`config.mk`:
```
export PLATFORM = sky130hd
export DESIGN_NAME = alineador_pipeline
export DESIGN_NICKNAME = d
export VERILOG_FILES = /design/src/rtl/alineador_pipeline.sv
export SDC_FILE = /design/constraint.sdc
export NUM_CORES = 1
export LEC_CHECK = 0
export CELL_PAD_IN_SITES_DETAIL_PLACEMENT = 1
export CELL_PAD_IN_SITES_GLOBAL_PLACEMENT = 1
export CORE_AREA = 3 3 152 154
export CTS_CLUSTER_DIAMETER = 100
export DETAILED_ROUTE_END_ITERATION = 10
export DIE_AREA = 0 0 155 157
export PLACE_DENSITY_LB_ADDON = 0.1
export REMOVE_ABC_BUFFERS = 1
export SLEW_MARGIN = 20
export SYNTH_ARGS = -nofsm -noshare
export SYNTH_HDL_FRONTEND = slang
export SYNTH_SLANG_ARGS = --single-unit
```
`constraint.sdc`:
```
create_clock -name clk -period 5.8 [get_ports clk]
set_input_delay 0.87 -clock clk [delete_from_list [all_inputs] [get_ports clk]]
set_output_delay 0.87 -clock clk [all_outputs]
set_load 0.03 [all_outputs]
```
`src/rtl/alineador_pipeline.sv`:
```
// Two-stage exponent alignment pipeline for FP add/sub.
// Stage 1 compares exponents, stage 2 shifts with guard/round/sticky.
module alineador_pipeline #(
  parameter int EXP_W = 8,
  parameter int MAN_W = 24,
  parameter int BIAS  = 127
) (
  input  logic             clk,
  input  logic             rst_n,
  input  logic             in_valid,
  output logic             in_ready,
  input  logic [MAN_W-1:0] Mantissa_A,
  input  logic [MAN_W-1:0] Mantissa_B,
  input  logic [EXP_W-1:0] Exponente_A,
  input  logic [EXP_W-1:0] Exponente_B,
  output logic             out_valid,
  input  logic             out_ready,
  output logic [MAN_W+2:0] Resul_Mantissa_A,
  output logic [MAN_W+2:0] Resul_Mantissa_B,
  output logic [EXP_W-1:0] Exp_comun,
  output logic             swap,
  output logic             sat
);

  localparam int RW = MAN_W + 3;

  typedef struct packed {
    logic             valid;
    logic             swap;
    logic [EXP_W-1:0] diff;
    logic [EXP_W-1:0] exp;
    logic [MAN_W-1:0] man_l;
    logic [MAN_W-1:0] man_s;
  } s1_t;

  s1_t s1_q;
  s1_t s1_d;

  logic          adv;
  logic [RW-1:0] ext_l;
  logic [RW-1:0] ext_s;
  logic [RW-1:0] sh;
  logic [RW-1:0] back;
  logic [RW-1:0] sm_out;
  logic [31:0]   diff32;
  logic          lost;
  logic          sat_c;

  assign adv      = !out_valid || out_ready;
  assign in_ready = adv;

  // Stage 1 next value: order operands by exponent
  always_comb begin
    s1_d       = '0;
    s1_d.valid = in_valid;
    s1_d.swap  = Exponente_B > Exponente_A;
    if (s1_d.swap) begin
      s1_d.diff  = Exponente_B - Exponente_A;
      s1_d.exp   = Exponente_B;
      s1_d.man_l = Mantissa_B;
      s1_d.man_s = Mantissa_A;
    end else begin
      s1_d.diff  = Exponente_A - Exponente_B;
      s1_d.exp   = Exponente_A;
      s1_d.man_l = Mantissa_A;
      s1_d.man_s = Mantissa_B;
    end
  end

  // Stage 1 register, frozen while output is stalled
  always_ff @(posedge clk or negedge rst_n) begin
    if (!rst_n) begin
      s1_q <= '0;
    end else if (adv) begin
      s1_q.valid <= in_valid;
      if (in_valid) s1_q <= s1_d;
    end
  end

  // Stage 2 shifter: shifted-out bits collapse into the sticky LSB
  always_comb begin
    ext_l  = {s1_q.man_l, 3'b000};
    ext_s  = {s1_q.man_s, 3'b000};
    diff32 = 32'(s1_q.diff);
    sat_c  = diff32 >= 32'(RW);
    sh     = ext_s >> s1_q.diff;
    back   = sh << s1_q.diff;
    lost   = back != ext_s;
    if (sat_c) sm_out = {{(RW-1){1'b0}}, |s1_q.man_s};
    else       sm_out = {sh[RW-1:1], sh[0] | lost};
  end

  // Output register, routes operands back to A/B slots
  always_ff @(posedge clk or negedge rst_n) begin
    if (!rst_n) begin
      out_valid        <= 1'b0;
      Resul_Mantissa_A <= '0;
      Resul_Mantissa_B <= '0;
      Exp_comun        <= '0;
      swap             <= 1'b0;
      sat              <= 1'b0;
    end else if (adv) begin
      out_valid <= s1_q.valid;
      if (s1_q.valid) begin
        Resul_Mantissa_A <= s1_q.swap ? sm_out : ext_l;
        Resul_Mantissa_B <= s1_q.swap ? ext_l : sm_out;
        Exp_comun        <= s1_q.exp;
        swap             <= s1_q.swap;
        sat              <= sat_c;
      end
    end
  end

  a_bias: assert property (@(posedge clk) disable iff (!rst_n)
    BIAS < (1 << EXP_W));

  a_hold: assert property (@(posedge clk) disable iff (!rst_n)
    out_valid && !out_ready |=> out_valid
      && $stable(Resul_Mantissa_A) && $stable(Resul_Mantissa_B));

endmodule

```
==> run metrics <==
chip height 157 um; H-tree levels 4; Yosys top cell area share 32.6%; GP Congestion 1.08; DRT Pass-1 Iters 6; max cap viols 0; Root Driver clkbuf_16; Relative slew margins 22.1%; Worst Reg-to-Reg Cells 12; Pleak 0.00509 uW; hpwl dp 30500 um; Residual DRC 0; detailed-route vias per instance 6.69; number of DRC markers in iteration 0 1113; VDD IR max 0.213 mV; Ys Warns 0; total gr overflow 0; Max Slew Vio Count 0; die width 155 um; Non-Filler Instances 1608; Period minus WS final 4.52 ns; Setup crit start diff32[3]$_DFFE_PN0P_; R2R Path End Resul_Mantissa_A[0]$_DFFE_PN0P_; Vias 10.8k; CP endpoint kind register; clock sink count 131; largest net degree at the start of global routing 87; input/output buffers 133; post-synthesis instance total 1230; outcome complete, no violations; share of layout cells above drive strength 1 9.13%; Die ar. 0.0243 mm2; Area Growth Syn to Fin 20.9%; Primary FF master, synth dfrtp_1; FILL cells 2607; final WL 42200 um; period utilisation layout 78.0%; CTS Hold Bufs 0; area leader, netlist dfrtp_1; R2R Setup Slk 1.28 ns; Clock Skew 0.0136 ns; vias in the first global route 10.7k; first-pass GRT wire length 63600 um; Cell Pwr Density 448 mW/mm2; Distinct cells, synth 86; initial antenna violation count 0; antenna violation net count after detailed routing 0; Startpoint Class register; EDFF count, synth 0; TritonCTS Buffers 17; post_cts resized 0; drt wl/cell 26.2 um; ys async rst share 100%; floorplan core area 0.0218 mm2; most frequent cells in the layout nand2_1, o21ai_0, clkdlybuf4s50_1; post-synthesis sequential area ratio 32.6%; Final Setup Violations 0; min-delay worst type in -> async; Crit path arrival time 4.84 ns; FF+latch count, synth 131; WS Path Type reg -> reg; post-placement cell count 1574; Synth Cell Area 0.0101 mm2; Initial Util 46.1%; Max Freq 0.221 GHz; commonest non-fill, non-tap cell in the layout nand2_1; Reg area 0.00328 mm2; RSZ-0062 raised after global routing false; Final nets 1398; CP Max Fanout 23; Top Ports 134; clk slew on worst S/H paths 0.07 ns; final hold vios 0; Max clock buf depth 2; Post-CTS Setup Repair Bufs 0; Mean Syn Cell Area 8.19 um2; Row Count 54; Worst Tran Pin Value 1.17 ns; Req. time, crit path 6.12 ns; all-layer global routing usage 33.9%; clk_lat worst skew 0.43 ns; Setup TNS Final 0 ns; CTS tree built; dominant cells by area after synthesis dfrtp_1, mux2i_1, o21ai_0, nand2_1, a21oi_1; Reg-to-Reg Start diff32[3]$_DFFE_PN0P_; Multi-input gate area 0.00624 mm2
## area by class of cell
class	instances	area share [%]
sequential	131	27.0
inverter	30	0.925
timing repair buffer	169	13.2
clock buffer	19	3.56
multi-input combinational	964	51.2
clock inverter	13	1.21
antenna	2	0.0411
tap	280	2.88
## cells by family after synthesis
logic type	count (synthesis)	synth area share, %
AO/OA/AOI/OAI	393	25.6
XOR/XNOR	6	0.522
adder cells (fa/ha/maj)	17	2.26
buffers and inverters	135	5.80
flip-flops	131	32.6
multiplexers	140	14.4
AND/OR/NAND/NOR	408	18.8
## routing by layer
metal | wire, um | track usage [%] | part of all wire [%]
met1 | 17300 | 43.8 | 41
met2 | 18700 | 53.0 | 44
met3 | 4030 | 9.32 | 9.6
met4 | 2140 | 15.5 | 5.1
met5 | 0 | 0 | 0
## synthesized netlist by cell type (all sizes together), types with 10 or more instances
cell type,count
a21oi,63
a22oi,23
and3,14
buf,36
clkbuf,69
dfrtp,131
ha,15
inv,29
mux2,19
mux2i,119
nand2,190
nand2b,12
nand3,26
nand4,12
nor2,68
nor2b,10
nor3,33
nor4,10
o211ai,20
o21ai,153
o221ai,10
o22ai,28
## state kept, by name, indices dropped and copies added (netlist names)
name / flops
Exp_comun: 8
Resul_Mantissa_A: 27
Resul_Mantissa_B: 27
diff32: 8
ext_l: 24
ext_s: 24
out_valid: 1
s1_q: 10
sat: 1
swap: 1
## per-stage QoR
step | power, uW | util (%) | area, um2 | setup WS, ns | hold slack, ns
5_1_grt | 5660 | 55.7 | 12200 | 0.999 | 0.507
6_report | 5450 | 55.8 | 12200 | 1.28 | 0.475
3_3_place_gp | 4200 | 53.1 | 11600 | 1.46 | 0.458
3_5_place_dp | 4230 | 53.1 | 11600 | 1.36 | 0.467
2_1_floorplan | 3030 | - | 9600 | -2.33 | 0.446
4_1_cts | 5360 | 55.7 | 12200 | 1.48 | 0.482
## worst max path at each step
stage | slack (ns) | endpoint | cells after the start
2_1_floorplan | -2.33 | diff32[5]$_DFFE_PN0P_ | 14
3_3_place_gp | 1.46 | diff32[5]$_DFFE_PN0P_ | 13
3_5_place_dp | 1.36 | diff32[5]$_DFFE_PN0P_ | 13
4_1_cts | 1.48 | Resul_Mantissa_A[0]$_DFFE_PN0P_ | 13
5_1_grt | 1.0 | Resul_Mantissa_A[0]$_DFFE_PN0P_ | 13
6_report | 1.28 | Resul_Mantissa_A[0]$_DFFE_PN0P_ | 12
## report_power, final
| part | internal [uW] | total [uW] | switching, uW | leakage (uW) |
|---|---|---|---|---|
| logic | 990 | 2850 | 1860 | 0.00317 |
| registers | 1160 | 1480 | 325 | 0.00165 |
| clock network | 641 | 1120 | 479 | 0.000272 |
## critical path, cell delays in order, from the launching register on
cell      delay (ns)
dfrtp_1         0.78
buf_4           0.42
nor3b_1         0.97
nand2_1         0.26
o22ai_1         0.19
nor2_1          0.14
o31ai_1         0.22
a311oi_1        0.13
a311oi_1        0.44
nand4b_1        0.16
nor4_1          0.33
nand3_1         0.15
a22o_1          0.22
(Power assumes the default switching activity.)
